### src/rtl/fdce_pipe_pkg.sv
`default_nettype none
// +----------------------------------------------------------------------------+
// | Module   : fdce_pipe_pkg                                                    |
// | Purpose  : Shared limits and elaboration helpers for the fdce_pipe family.  |
// | Revision : 1.0 - initial release                                           |
// +----------------------------------------------------------------------------+

package fdce_pipe_pkg;

  localparam int MAX_WIDTH = 64;
  localparam int MAX_DEPTH = 32;

  // Ceiling log2 usable in constant expressions; clog2(1) == 0.
  function automatic int clog2(input int value);
    int r;
    r = 0;
    while ((1 << r) < value) r = r + 1;
    return r;
  endfunction

endpackage

`default_nettype wire

### src/rtl/fdce_vec.sv
`default_nettype none
// +----------------------------------------------------------------------------+
// | Module   : fdce_vec                                                         |
// | Purpose  : WIDTH-bit clock-enabled register, async clear + sync reset.     |
// | Revision : 1.0 - initial release                                           |
// +----------------------------------------------------------------------------+

module fdce_vec #(
  parameter int               WIDTH         = 8,
  parameter logic [WIDTH-1:0] INIT          = '0,
  parameter logic             IS_C_INVERTED = 1'b0
) (
  input  logic             C,
  input  logic             CLR_N,
  input  logic             CE,
  input  logic             SR,
  input  logic [WIDTH-1:0] D,
  output logic [WIDTH-1:0] Q
);

  logic [WIDTH-1:0] r_q;

  generate
    if (IS_C_INVERTED) begin : g_neg_edge
      always_ff @(negedge C or negedge CLR_N) begin
        if (!CLR_N)  r_q <= INIT;
        else if (SR) r_q <= INIT;
        else if (CE) r_q <= D;
      end
    end else begin : g_pos_edge
      always_ff @(posedge C or negedge CLR_N) begin
        if (!CLR_N)  r_q <= INIT;
        else if (SR) r_q <= INIT;
        else if (CE) r_q <= D;
      end
    end
  endgenerate

  assign Q = r_q;

endmodule

`default_nettype wire

### src/rtl/fdce_pipe.sv
`default_nettype none
// +----------------------------------------------------------------------------+
// | Module   : fdce_pipe                                                        |
// | Purpose  : WIDTH x DEPTH clock-enabled shift pipeline with dynamic tap     |
// |            and saturating fill counter.                                    |
// | Revision : 1.0 - initial release                                           |
// +----------------------------------------------------------------------------+

module fdce_pipe
  import fdce_pipe_pkg::*;
#(
  parameter int               WIDTH         = 8,
  parameter int               DEPTH         = 4,
  parameter logic [WIDTH-1:0] INIT          = '0,
  parameter logic             IS_C_INVERTED = 1'b0,
  parameter logic [WIDTH-1:0] IS_D_INVERTED = '0,
  parameter logic             DYNAMIC       = 1'b1,
  localparam int              AW            = (clog2(DEPTH) < 1) ? 1 : clog2(DEPTH),
  localparam int              CW            = clog2(DEPTH + 1)
) (
  input  logic             C,
  input  logic             CLR_N,
  input  logic             CE,
  input  logic             SR,
  input  logic [WIDTH-1:0] D,
  input  logic [AW-1:0]    A,
  output logic [WIDTH-1:0] Q,
  output logic [WIDTH-1:0] Q_LAST,
  output logic [CW-1:0]    FILL,
  output logic             FULL
);

  localparam logic [AW-1:0] c_last_idx = AW'(DEPTH - 1);
  localparam logic [CW-1:0] c_depth    = CW'(DEPTH);

  generate
    if (WIDTH < 1 || WIDTH > MAX_WIDTH) begin : g_bad_width
      $error("fdce_pipe: WIDTH=%0d outside 1..%0d", WIDTH, MAX_WIDTH);
    end
    if (DEPTH < 1 || DEPTH > MAX_DEPTH) begin : g_bad_depth
      $error("fdce_pipe: DEPTH=%0d outside 1..%0d", DEPTH, MAX_DEPTH);
    end
  endgenerate

  logic [WIDTH-1:0] w_d_in;
  logic [WIDTH-1:0] w_stage   [DEPTH];
  logic [WIDTH-1:0] w_stage_d [DEPTH];

  assign w_d_in = D ^ IS_D_INVERTED;

  generate
    for (genvar i = 0; i < DEPTH; i++) begin : g_stage
      if (i == 0) begin : g_head
        assign w_stage_d[i] = w_d_in;
      end else begin : g_tail
        assign w_stage_d[i] = w_stage[i-1];
      end

      fdce_vec #(
        .WIDTH         (WIDTH),
        .INIT          (INIT),
        .IS_C_INVERTED (IS_C_INVERTED)
      ) u_vec (
        .C     (C),
        .CLR_N (CLR_N),
        .CE    (CE),
        .SR    (SR),
        .D     (w_stage_d[i]),
        .Q     (w_stage[i])
      );
    end
  endgenerate

  assign Q_LAST = w_stage[DEPTH-1];

  // FILL and FULL share one register so both clear, reset and advance with the stages.
  logic [CW-1:0] w_fill_next;
  logic          w_full_next;
  logic [CW:0]   w_cnt_q;

  assign w_fill_next = FULL ? FILL : FILL + CW'(1);
  assign w_full_next = (w_fill_next == c_depth);

  fdce_vec #(
    .WIDTH         (CW + 1),
    .INIT          ({(CW + 1){1'b0}}),
    .IS_C_INVERTED (IS_C_INVERTED)
  ) u_fill (
    .C     (C),
    .CLR_N (CLR_N),
    .CE    (CE),
    .SR    (SR),
    .D     ({w_full_next, w_fill_next}),
    .Q     (w_cnt_q)
  );

  assign FILL = w_cnt_q[CW-1:0];
  assign FULL = w_cnt_q[CW];

  generate
    if (DYNAMIC) begin : g_dynamic
      logic [AW-1:0]    w_idx;
      logic [WIDTH-1:0] w_tap;

      // Addresses past the last stage clamp to it, so an unused code never reads X.
      assign w_idx = (A > c_last_idx) ? c_last_idx : A;

      always_comb begin
        w_tap = w_stage[DEPTH-1];
        for (int i = 0; i < DEPTH; i++) begin
          if (w_idx == AW'(i)) w_tap = w_stage[i];
        end
      end

      assign Q = w_tap;
    end else begin : g_static
      logic [AW-1:0] w_unused_a;
      assign w_unused_a = A;
      assign Q          = Q_LAST;
    end
  endgenerate

endmodule

`default_nettype wire

### config.mk
export PLATFORM = sky130hd
export DESIGN_NAME = fdce_pipe
export DESIGN_NICKNAME = d
export VERILOG_FILES = /design/src/rtl/fdce_pipe_pkg.sv /design/src/rtl/fdce_vec.sv /design/src/rtl/fdce_pipe.sv
export SDC_FILE = /design/constraint.sdc
export NUM_CORES = 1
export LEC_CHECK = 0
export BUFFER_PORTS_ARGS = -buffer_cell sky130_fd_sc_hd__buf_4
export CAP_MARGIN = 30
export CORE_MARGIN = 1
export CORE_UTILIZATION = 39
export DETAILED_ROUTE_END_ITERATION = 8
export PLACE_DENSITY_LB_ADDON = 0.05
export SLEW_MARGIN = 20
export SYNTH_ARGS = -nofsm -noshare
export SYNTH_HDL_FRONTEND = slang
export SYNTH_SLANG_ARGS = --single-unit
### constraint.sdc
create_clock -name C -period 1.9 [get_ports C]
set_clock_uncertainty 0.15 [all_clocks]
set_input_delay 0.19 -clock C [delete_from_list [all_inputs] [get_ports C]]
set_output_delay 0.19 -clock C [all_outputs]
set_load 0.01 [all_outputs]
==> run metrics, run 1 <==
I/O pin count=34; Initial Util=41.79%; first-pass GRT wire length=5292 µm; largest net degree at the start of global routing=37; pwr/cell area=700.2 nW/µm²; period utilization=87.62%; Post CTS Setup Buffer Count=0; Final ANT Viol Nets=0; setup violators final=0; H-tree Lvls=2; layout cell share with drive strength beyond 1=28.90%; CP Buf/Inv Count=1; gpl congestion=0.6427; initial DRC count=48; Max-slew headroom=69.86%; antenna violations before repair=0; sequential fraction of the synthesis area=52.02%; synthesis-stage register bit count=36; critical path's largest stage delay=0.48 ns; via count=1115; HP Class=primary input to flip-flop; worst-margin pin slew=0.4521 ns; Pleak=0.001080 µW; PnR Total Power=1488 µW; # DRC=0; Diodes inserted=0; Startpoint Class=flip-flop; Crit Path Class=flip-flop to output pin; Worst IR Drop VDD=0.4209 mV; Achievable Freq=600.7 MHz; Nets=188; Synth Warn #=0; root buffer cell=clkbuf_8; CP max-delay cell=mux4_2; critical path endpoint category=output pin; Longest Clk Path Bufs=2; Final Util=51.27%; grt total ovfl=0; DIE HEIGHT=68.64 µm; status=completed; number of buffers created by CTS=5; Clock transition at path regs=0.07 ns; setup TNS=0 ns; Die W=68.64 µm; vias in the first global route=1061; CP arrival=1.32 ns; DR pass1 iterations=4; average vias per placed instance=5.000; Wirelength per Cell=14.47 µm; Critical Path RT=1.56 ns; Post-DP HPWL=2037 µm; Mean Syn Cell Area=12.73 µm²; Critical Path Fanout Max=3; core area=4144 µm²; input/output buffers=33; cells after synthesis=136; die area=4711 µm²; Final Hold Fails=0; fin crit period=1.665 ns; Crit path max-delay family=multiplexers; FP Rows=23; overall routing resource usage=16.36%; CTS resizes=0; Synth cell types=21; layout overhead on the synthesized area=22.69%; CTS sink cnt=36; FF-to-FF setup slack=0.43 ns; DRT Wirelength=3226 µm; Final Slew Violations=0; worst-path cell chain=mux4_2 -> buf_4; synthesized area=1732 µm²; RSZ-0062 raised after global routing=false; Post-Syn Nets=151; TritonCTS clock tree=yes; clock latency on the worst-skew pair=0.28 ns; Max-Cap Viols=0; CTS Hold Bufs=5
[cell usage in the layout, fill, tap and decap left out]
master	n
a21oi_1	2
a31oi_1	1
buf_12	1
buf_4	33
clkbuf_1	1
clkbuf_8	5
clkinv_2	1
dfrtp_1	36
dlygate4sd3_1	6
ha_1	1
mux2i_1	33
mux4_2	8
nand2_1	1
nand2b_4	1
nand3b_1	1
nor2_1	34
nor2b_1	2
nor3b_1	2
nor3b_2	1
o221ai_1	1
or2_1	1
xor2_1	1
[per-stage QoR]
| stage | setup WS [ns] | hold slack [ns] | area, µm² | instances |
|---|---|---|---|---|
| final | 0.2352 | 0.008281 | 2125 | 223 |
| after global routing | 0.1888 | 0.01261 | 2125 | 223 |
| after CTS | 0.2277 | 0.001233 | 2115 | 222 |
| after detailed placement | 0.4575 | 0.02960 | 1987 | 210 |
| after global placement | 0.4773 | 0.02154 | 1987 | 210 |
| after floorplan | 0.5108 | -0.2556 | 1732 | 136 |
[worst paths after layout]
path                                        from                     to  depth (start not counted)
max                        g_stage[3].u_vec.Q[0]                   Q[0]                          2
max in group asynchronous                  CLR_N            u_fill.Q[2]                          2
max reg2reg                          u_fill.Q[0]            u_fill.Q[3]                          4
min                                         D[0]  g_stage[0].u_vec.Q[0]                          3
min in group asynchronous                  CLR_N            u_fill.Q[0]                          2
min reg2reg                g_stage[2].u_vec.Q[2]  g_stage[3].u_vec.Q[2]                          2
[metal layers]
metal  up-vias  share of wire, %  GRT usage [%]
met5         -                 0              0
met4         0               1.6          7.031
met3         5               5.0          6.250
met2        24                45          23.77
met1       544                48          21.66
li1        542                 -              -
[power breakdown]
| group | total, µW | switching [µW] | internal [µW] |
|---|---|---|---|
| clock | 499 | 250 | 249 |
| sequential | 809 | 19.9 | 789 |
| combinational | 180 | 88.1 | 91.6 |
[state kept, by name, indices dropped and copies added, names as in the netlist]
| name | flops |
|---|---|
| g_stage.u_vec.Q | 32 |
| u_fill.Q | 4 |
[synth_stat cells (all sizes together)]
cell / count / share of area (%)
a31oi: 1 / 0.36
xor2: 1 / 0.51
nor2b: 2 / 0.72
ha: 1 / 0.72
mux2i: 33 / 19
mux4: 8 / 10
clkbuf: 3 / 0.72
nor3b: 3 / 1.6
o221ai: 1 / 0.51
dfrtp: 36 / 52
a21oi: 2 / 0.58
or2: 1 / 0.36
nand3b: 1 / 0.43
nand2b: 1 / 0.79
nand2: 1 / 0.22
nor2: 34 / 7.4
buf: 7 / 3.6
[worst min-delay path: stages]
cell and delay [ns]:
buf_4 0.08, mux2i_1 0.05, nor2_1 0.08
[layout make-up]
class / count / area (µm²)
clock buffer: 6 / 72.57
clock inverter: 1 / 5.005
fill: 382 / 2019
multi-input combinational: 90 / 755.7
sequential: 36 / 900.9
tap: 50 / 62.56
timing repair buffer: 40 / 327.8
[cells by family after synthesis]
family                     Yosys count  synth area share [%]
and+or+nand+nor                     43                 11.49
muxes                               41                 29.48
DFF                                 36                 52.02
buffers and inverters               10                 4.335
AOI/OAI and AO/OA                    4                 1.445
xor gates and xnor gates             1                0.5059
adders and majority gates            1                0.7224
(Power assumes the default switching activity.)
==> inputs of run 2 (changes only) <==
--- a/config.mk
+++ b/config.mk
@@ -10,7 +10,6 @@
 export CORE_MARGIN = 1
 export CORE_UTILIZATION = 39
 export DETAILED_ROUTE_END_ITERATION = 8
-export PLACE_DENSITY_LB_ADDON = 0.05
 export SLEW_MARGIN = 20
 export SYNTH_ARGS = -nofsm -noshare
 export SYNTH_HDL_FRONTEND = slang
==> run 2 against run 1 <==
Clock power increased by 11%. Cell count decreased by 0.45%. Setup slack improved by 0.0019 ns. Sequential power about the same. Die area unchanged. Critical path depth unchanged.
==> run metrics, run 2 (synthesis results as in run 1) <==
Max-Cap Viols=0 (unchanged); commonest non-fill, non-tap cells in the layout=dfrtp_1 (36), nor2_1 (34), mux2i_1 (33), buf_4 (33), mux4_2 (8); root buffer cell=clkbuf_8; Pleak=0.001075 µW (-0.46%); Nets=186 (-1.1%); vias in the first global route=1163 (+9.6%); CTS sink cnt=36 (unchanged); DIE HEIGHT=68.64 µm (unchanged); layout cell share with drive strength beyond 1=29.65% (+0.75 points); Clock transition at path regs=0.07 ns (about the same); CP max-delay cell=mux4_2; Post-DP HPWL=2175 µm (+6.8%); gpl congestion=0.6506 (+1.2%); critical path's largest stage delay=0.48 ns (about the same); pwr/cell area=726.6 nW/µm² (+3.8%); Wirelength per Cell=15.03 µm (+3.9%); Crit Path Class=flip-flop to output pin; input/output buffers=33 (unchanged); CP Buf/Inv Count=1 (unchanged); initial DRC count=60 (+25%); RSZ-0062 raised after global routing=false; via count=1139 (+2.2%); Achievable Freq=601.4 MHz (+0.12%); Worst IR Drop VDD=0.3505 mV (-17%); average vias per placed instance=5.131 (+2.6%); Sequential Area=900.9 µm² (unchanged); DR pass1 iterations=4 (unchanged); setup TNS=0 ns (unchanged); Crit path max-delay family=multiplexers; max FFs per register=32 (unchanged); grt total ovfl=0 (unchanged); clock latency on the worst-skew pair=0.28 ns (about the same); layout overhead on the synthesized area=22.47%; Critical Path Fanout Max=3 (unchanged); Multi-input gate area=755.7 µm² (unchanged); setup violators final=0 (unchanged); DRT Wirelength=3336 µm (+3.4%); Max-slew headroom=68.97% (-0.89 points); commonest non-fill, non-tap cell in the layout=dfrtp_1; number of buffers created by CTS=5 (unchanged); Final ANT Viol Nets=0 (unchanged); H-tree Lvls=2 (unchanged); Initial Util=41.79% (unchanged); Final Hold Fails=0 (unchanged); # DRC=0 (unchanged); core area=4144 µm² (unchanged); die area=4711 µm² (unchanged); Startpoint Class=flip-flop; Post CTS Setup Buffer Count=0 (unchanged); status=completed; fin crit period=1.663 ns (-0.001933 ns); Final Slew Violations=0 (unchanged); I/O pin count=34 (unchanged); worst-margin pin slew=0.4655 ns (+0.01337 ns); Diodes inserted=0 (unchanged); CP arrival=1.32 ns (about the same); antenna violations before repair=0 (unchanged); critical path endpoint category=output pin; overall routing resource usage=16.52% (+0.16 points); Die W=68.64 µm (unchanged); Fill cells=405 (+6.0%); slack of the critical path=0.2371 ns (+0.001933 ns); Critical Path RT=1.56 ns (about the same); worst-path cell chain=mux4_2 -> buf_4; largest net degree at the start of global routing=37 (unchanged); first-pass GRT wire length=5526 µm (+4.4%); Place WS=0.4361 ns (-0.02143 ns); TritonCTS clock tree=yes; FP Rows=23 (unchanged); HP Class=primary input to flip-flop; period utilization=87.52% (-0.10 points); Longest Clk Path Bufs=2 (unchanged)
run 2: changes by cell type in the layout (fill, tap and decap cells not counted):
cell           previous run  this run
clkinv_2                  1         0
clkbuf_8                  5         6
dlygate4sd3_1             6         4
clkinvlp_4                0         1
run 2: worst reg2reg max path: cells and delay by family, from the launching register on:
kind | cells | cell delay (ns)
AND/OR/NAND/NOR | 1 | 0.19
flip-flops | 1 | 0.44
AO/OA/AOI/OAI | 2 | 0.29
adder cells (fa/ha/maj) | 1 | 0.34
run 2: what timing repair did:
action | in CTS | in global routing
hold endpoints to repair | 39 | 0
endpoints found under the setup margin | 0 | 0
hold buffers | 4 | 0
gates resized for setup | 0 | 0
run 2: metrics by stage:
| step | hold WS [ns] | std cells | total power [µW] | cell area, µm² | utilization (%) |
|---|---|---|---|---|---|
| 6_report | 0.01170 | 222 | 1541 | 2121 | 51.18 |
| 5_1_grt | 0.006353 | 222 | 1621 | 2121 | 51.18 |
| 4_1_cts | 0.005760 | 222 | 1569 | 2121 | 51.18 |
| 3_5_place_dp | 0.03130 | 210 | 997.6 | 1987 | 47.95 |
| 3_3_place_gp | 0.02571 | 210 | 992.1 | 1987 | 47.95 |
| 2_1_floorplan | -0.2556 | 136 | 929.8 | 1732 | - |
run 2: final timing paths:
check,from,end,slack (ns),cells past startpoint
worst min-delay path,D[2],g_stage[0].u_vec.Q[2],0.01,3
worst max-delay path,g_stage[2].u_vec.Q[2],Q[2],0.24,2
worst max register to register,u_fill.Q[0],u_fill.Q[3],0.42,4
worst min register to register,g_stage[0].u_vec.Q[2],g_stage[0].u_vec.Q[2],0.40,2
max in group asynchronous,CLR_N,g_stage[2].u_vec.Q[3],1.01,2
min in group asynchronous,CLR_N,u_fill.Q[0],0.26,2
run 2: cell type report:
cell class / count / share of cell area, %
clock buffer: 7 / 4.071
timing repair buffer: 38 / 14.51
multi-input combinational: 90 / 35.63
sequential: 36 / 42.48
tap: 50 / 2.950
clock inverter: 1 / 0.3540
run 2: report_power, final:
group | switching (µW) | internal [µW] | total (µW)
Combinational | 88.8 | 89.0 | 178
Sequential | 19.3 | 789 | 808
Clock | 261 | 295 | 555
Total | 369 | 1170 | 1540
run 2: routing by layer:
| metal | part of all wire [%] | up-vias | track usage (%) |
|---|---|---|---|
| met1 | 46 | 570 | 21.09 |
| li1 | - | 542 | - |
| met2 | 49 | 25 | 26.47 |
| met4 | 0.57 | 0 | 5.469 |
| met3 | 4.6 | 2 | 5.263 |
| met5 | 0 | - | 0 |
